===== config.mk =====
export PLATFORM = sky130hd
export DESIGN_NAME = obstacle_pool_control
export DESIGN_NICKNAME = d
export VERILOG_FILES = /design/src/rtl/obstacle_pool_control.sv
export SDC_FILE = /design/constraint.sdc
export NUM_CORES = 1
export LEC_CHECK = 0
export CAP_MARGIN = 20
export CORE_ASPECT_RATIO = 1.2
export CORE_MARGIN = 3
export CORE_UTILIZATION = 45
export CTS_BUF_LIST = sky130_fd_sc_hd__clkbuf_8
export DETAILED_ROUTE_END_ITERATION = 10
export PLACE_DENSITY_LB_ADDON = 0.12
export SYNTH_ARGS = -nofsm -noshare
export SYNTH_HDL_FRONTEND = slang
export SYNTH_SLANG_ARGS = --single-unit

===== constraint.sdc =====
create_clock -name clk -period 4.1 [get_ports clk]
set_clock_uncertainty 0.05 [all_clocks]
set_input_delay 0.82 -clock clk [delete_from_list [all_inputs] [get_ports clk]]
set_output_delay 0.82 -clock clk [all_outputs]
set_load 0.02 [all_outputs]

===== src/rtl/obstacle_pool_control.sv =====
// obstacle_pool_control: pool of NUM_OBS obstacle slots flying an arc
// trajectory leftwards. A shared scheduler launches a new obstacle into the
// lowest free slot every SPAWN_GAP ticks. Each launch height is randomised
// from a 16-bit LFSR. All motion advances on game_en. clear_all retires the
// whole pool.
module obstacle_pool_control #(
    parameter int          NUM_OBS      = 4,
    parameter int          OBS_WIDTH    = 30,
    parameter int          OBS_HEIGHT   = 30,
    parameter int          X_SPEED      = 5,
    parameter int          X_START      = 640,
    parameter int          Y_BASELINE   = 315,
    parameter int          Y_OFFSET_MIN = 100,
    parameter logic [9:0]  Y_RAND_MASK  = 10'h03F,
    parameter int          Y_AMPLITUDE  = 10,
    parameter int          Y_STEP       = 3,
    parameter int          SPAWN_GAP    = 40,
    parameter logic [15:0] LFSR_SEED    = 16'hACE1
) (
    input  logic                   clk,
    input  logic                   rst,
    input  logic                   game_en,
    input  logic                   spawn_en,
    input  logic                   clear_all,
    input  logic [1:0]             speed_sel,
    input  logic [NUM_OBS-1:0]     collision,
    output logic [NUM_OBS-1:0]     obs_active,
    output logic [10*NUM_OBS-1:0]  obs_x_pos,
    output logic [10*NUM_OBS-1:0]  obs_y_pos,
    output logic [9:0]             obs_width,
    output logic [9:0]             obs_height,
    output logic [15:0]            spawn_count
);

    typedef enum logic [1:0] {
        ST_IDLE    = 2'd0,
        ST_ASCEND  = 2'd1,
        ST_DESCEND = 2'd2
    } slot_state_t;

    localparam logic [9:0]  X_START_V = 10'(X_START);
    localparam logic [9:0]  Y_REST    = 10'(Y_BASELINE - OBS_HEIGHT);
    localparam logic [9:0]  Y_STEP_V  = 10'(Y_STEP);
    localparam logic [9:0]  Y_AMP_V   = 10'(Y_AMPLITUDE);
    localparam logic [9:0]  Y_MIN_V   = 10'(Y_OFFSET_MIN);
    localparam logic [15:0] GAP_V     = 16'(SPAWN_GAP);

    // Per-slot state; state_q doubles as the visible FSM state for debug.
    slot_state_t state_q  [NUM_OBS];
    logic        active_q [NUM_OBS];
    logic [9:0]  x_q      [NUM_OBS];
    logic [9:0]  y_q      [NUM_OBS];
    logic [9:0]  off_q    [NUM_OBS];
    logic [9:0]  launch_q [NUM_OBS];

    logic [15:0]        gap_q;
    logic [15:0]        lfsr_q;
    logic [15:0]        count_q;
    logic [9:0]         speed;
    logic [9:0]         launch_new;
    logic               lfsr_fb;
    logic [NUM_OBS-1:0] spawn_sel;
    logic               slot_free;
    logic               spawn_fire;

    // Effective speed, launch height from the pre-advance LFSR, and feedback.
    always_comb begin
        speed      = 10'(X_SPEED) + 10'(speed_sel);
        launch_new = Y_MIN_V + (lfsr_q[9:0] & Y_RAND_MASK);
        lfsr_fb    = lfsr_q[15] ^ lfsr_q[13] ^ lfsr_q[12] ^ lfsr_q[10];
    end

    // Lowest-index slot that is idle at the start of the tick; a slot that
    // retires this tick is still in flight here and so is never picked.
    always_comb begin
        spawn_sel = '0;
        slot_free = 1'b0;
        for (int i = 0; i < NUM_OBS; i++) begin
            if (!slot_free && state_q[i] == ST_IDLE) begin
                spawn_sel[i] = 1'b1;
                slot_free    = 1'b1;
            end
        end
        spawn_fire = (gap_q == 16'd0) && spawn_en && slot_free;
    end

    // Slot FSMs, spawn scheduler, LFSR and spawn counter.
    always_ff @(posedge clk or negedge rst) begin
        if (!rst) begin
            for (int i = 0; i < NUM_OBS; i++) begin
                state_q[i]  <= ST_IDLE;
                active_q[i] <= 1'b0;
                x_q[i]      <= X_START_V;
                y_q[i]      <= Y_REST;
                off_q[i]    <= 10'd0;
                launch_q[i] <= 10'd0;
            end
            gap_q   <= GAP_V;
            lfsr_q  <= LFSR_SEED;
            count_q <= 16'd0;
        end else if (clear_all) begin
            for (int i = 0; i < NUM_OBS; i++) begin
                state_q[i]  <= ST_IDLE;
                active_q[i] <= 1'b0;
                x_q[i]      <= X_START_V;
                y_q[i]      <= Y_REST;
                off_q[i]    <= 10'd0;
            end
            gap_q <= GAP_V;
        end else if (game_en) begin
            for (int i = 0; i < NUM_OBS; i++) begin
                if (state_q[i] != ST_IDLE) begin
                    if (collision[i] || (x_q[i] <= speed) ||
                        (state_q[i] == ST_DESCEND && off_q[i] <= Y_STEP_V)) begin
                        state_q[i]  <= ST_IDLE;
                        active_q[i] <= 1'b0;
                        x_q[i]      <= X_START_V;
                        y_q[i]      <= Y_REST;
                        off_q[i]    <= 10'd0;
                    end else if (state_q[i] == ST_ASCEND) begin
                        x_q[i] <= x_q[i] - speed;
                        if (off_q[i] >= launch_q[i] + Y_AMP_V) begin
                            state_q[i] <= ST_DESCEND;
                        end else begin
                            off_q[i] <= off_q[i] + Y_STEP_V;
                            y_q[i]   <= Y_REST - (off_q[i] + Y_STEP_V);
                        end
                    end else begin
                        x_q[i]   <= x_q[i] - speed;
                        off_q[i] <= off_q[i] - Y_STEP_V;
                        y_q[i]   <= Y_REST - (off_q[i] - Y_STEP_V);
                    end
                end else if (spawn_sel[i] && spawn_fire) begin
                    state_q[i]  <= ST_ASCEND;
                    active_q[i] <= 1'b1;
                    x_q[i]      <= X_START_V;
                    off_q[i]    <= launch_new;
                    launch_q[i] <= launch_new;
                    y_q[i]      <= Y_REST - launch_new;
                end
            end
            if (gap_q != 16'd0) begin
                gap_q <= gap_q - 16'd1;
            end else if (spawn_fire) begin
                gap_q <= GAP_V;
                if (count_q != 16'hFFFF) begin
                    count_q <= count_q + 16'd1;
                end
            end
            lfsr_q <= {lfsr_q[14:0], lfsr_fb};
        end
    end

    // Pack the per-slot registers onto the flat output buses.
    always_comb begin
        obs_active = '0;
        obs_x_pos  = '0;
        obs_y_pos  = '0;
        for (int i = 0; i < NUM_OBS; i++) begin
            obs_active[i]        = active_q[i];
            obs_x_pos[10*i +: 10] = x_q[i];
            obs_y_pos[10*i +: 10] = y_q[i];
        end
        obs_width   = 10'(OBS_WIDTH);
        obs_height  = 10'(OBS_HEIGHT);
        spawn_count = count_q;
    end

endmodule


==> impl_metrics.json <==
{
  "synthDominantCellAreaShare_pct": 31.54,
  "max_freq_ghz": 0.2793,
  "async_reset_ff_share_pct": 100.0,
  "viasPerCell": 5.749,
  "grt_pass1_wl_um": 62490,
  "core_mm2": 0.02918,
  "cts_sinks": 208,
  "seq_area_frac_synth_pct": 38.94,
  "io_pins": 131,
  "place_area_mm2": 0.01516,
  "dp_hpwl_um": 28460,
  "num-fill-cells": 2656,
  "cts_hold_buf": 0,
  "post-route-drc-count": 0,
  "hold_path.class": "in -> async",
  "end_kind": "flip-flop",
  "die_w_um": 164.1,
  "status": "finished, final reports clean",
  "gr-total-overflow": 0,
  "ys_types": 86,
  "final_area_mm2": 0.01598,
  "cts_tree": "done",
  "die_h_um": 195.7,
  "powerDensity_mw_per_mm2": 729.7,
  "cts.htree.levels": 2,
  "grt_usage_pct": 24.43,
  "worstSetupPathType": "in -> reg",
  "period_minus_slack_ps": 3580,
  "yosysTopAreaCell": "dfrtp_1",
  "vias": 11610,
  "wl_um": 38900,
  "cp.required_ps": 4510,
  "clkTransAtPathRegs_ps": 60,
  "rsz0062_at_grt": "no",
  "cp_cell_sequence": "clkdlybuf4s50_1, ha_1, inv_1, fa_1, a311o_1, a2111o_1, nand3_1, o31ai_4, buf_4, mux2i_1, a31oi_1",
  "synth-seq-cells": 208,
  "postCtsSetupRepairBufs": 0,
  "synth_ff_type": "dfrtp_1",
  "antenna_found_initial": 1,
  "hold_ws_ps": 235.8,
  "worst-path-buf-inv": 3,
  "slew_headroom_pct": 25.56,
  "slew_violations": 0,
  "ys_top_cells_by_area": "dfrtp_1 (32%), dfstp_2 (7.4%), ha_1 (6.8%), xnor2_1 (5.4%), o21ai_0 (4.7%)",
  "timing.setup.tns_ps": 0,
  "synth-edff-count": 0,
  "grt_max_degree": 84,
  "io_buffer_count": 110,
  "crit_family": "compound AO/OA/AOI/OAI gates",
  "post-route-period-util_pct": 87.31,
  "initialDrtViolationCount": 763,
  "synth_area_mm2": 0.01349,
  "hold_viol": 0,
  "arrival_ps": 3990,
  "row_count": 68,
  "cts_resized": 0,
  "synth_commonest_cells": "dfrtp_1 (170), nand2_1 (153), o21ai_0 (126), nor2_1 (114), xnor2_1 (83)",
  "clock_latency_ps": 540,
  "tightest_slew_ps": 1109,
  "maxCapViolations": 0,
  "root_buffer": "clkbuf_8",
  "cts_max_path_buffers": 3,
  "initial_core_util_pct": 46.22,
  "crit_slowest_cell": "ha_1",
  "cp_max_fo": 15,
  "cts_buffers": 37,
  "dr.pass1.iters": 5,
  "postLayoutSetupSlackWorst_ps": 520.3,
  "final_antenna_net_count": 0,
  "dp_slack_ps": -48.55,
  "avgRoutedWirePerCell_um": 19.26,
  "ir_worst_vdd_mv": 0.3361,
  "setup_viol": 0,
  "die-area_mm2": 0.03210,
  "gp_congestion": 0.9125,
  "synth_area_per_cell_um2": 9.151,
  "synth_most_common_cell": "dfrtp_1",
  "synthCells": 1474,
  "leakage_nw": 6.924,
  "syn_to_final_growth_pct": 18.43,
  "grt_pass1_vias": 11310,
  "nNetsFinal": 1694,
  "yosys_warnings": 0,
  "drive_gt1_share_pct": 11.93,
  "startpoint_type": "input pin",
  "slowest_delay_ps": 460
}
==> per-stage QoR <==
step                      std cells  power [mW]  util (%)
after floorplan                1492       7.349         -
after global placement         1952       9.440     51.95
after detailed placement       1952       9.491     51.95
after CTS                      2019       11.70     54.73
after global routing           2020       12.50     54.74
final                          2020       11.66     54.74
==> power breakdown <==
part / switching (mW) / leakage (nW) / internal [mW]
combinational: 3.48 / 3.79 / 2.54
sequential: 0.787 / 2.67 / 2.69
clock: 0.898 / 0.468 / 1.25
total: 5.17 / 6.92 / 6.49
==> routing by layer <==
layer	GRT usage [%]	routed length, um	vias to the layer above
met5	0	0	-
met4	8.775	1326	0
met3	3.928	2095	80
met2	39.34	18320	353
met1	33.30	17160	5603
li1	-	-	5576
==> area by class of cell <==
cell class	instances	area, um2	share of cell area (%)
antenna	1	2.502	0.01566
timing repair buffer	166	1564	9.790
tap	385	481.7	3.015
inverter	52	195.2	1.222
clock buffer	42	578.1	3.618
sequential	208	5253	32.88
multi-input combinational	1141	7667	48.00
clock inverter	25	234.0	1.465
==> cell usage in the layout, fill, tap and decap left out, drive strengths merged, types with 49 or more instances in the layout <==
master,instances
nor2,114
nor3,49
xor2,49
dfrtp,170
ha,73
clkdlybuf4s50,109
buf,57
a21oi,64
xnor2,83
inv,67
nand2,153
o21ai,132
==> worst paths after layout <==
| check | startpoint | cells past startpoint | slack (ps) | endpoint |
|---|---|---|---|---|
| min in group clk | obs_y_pos[34] | 2 | 430 | obs_y_pos[34] |
| min reg2reg | obs_y_pos[34] | 2 | 430 | obs_y_pos[34] |
| max | speed_sel[0] | 11 | 520 | obs_y_pos[8] |
| max reg2reg | launch_q[1] | 12 | 630 | obs_y_pos[38] |
| min | rst | 1 | 240 | obs_x_pos[26] |
| max in group asynchronous | rst | 2 | 2840 | gap_q[3] |
==> sequential cells by signal (all words and copies together), names as in the netlist <==
signal,flops
obs_x_pos,40
obs_y_pos,40
off_q,36
launch_q,32
gap_q,16
lfsr_q,16
spawn_count,16
state_q,8
obs_active,4
==> worst register-to-register path, stage by stage (launching register included) <==
cell and delay (ps):
dfrtp_1 410, ha_1 240, o21ai_0 200, xor2_1 190, ha_1 270, and4_1 200
a2111oi_0 400, o31ai_1 170, o21ai_1 560, o21bai_2 140, buf_12 190, nor3_1 260
a21oi_1 110
==> cells by family after synthesis <==
| group | synth area share [%] |
|---|---|
| AOI/OAI and AO/OA | 20.01 |
| xor gates and xnor gates | 8.571 |
| adders and majority gates | 7.365 |
| buffers and inverters | 4.860 |
| DFF | 38.94 |
| and+or+nand+nor | 17.80 |
| muxes | 2.402 |
| other | 0.05567 |
No activity file was read; power rests on OpenSTA's default activity.
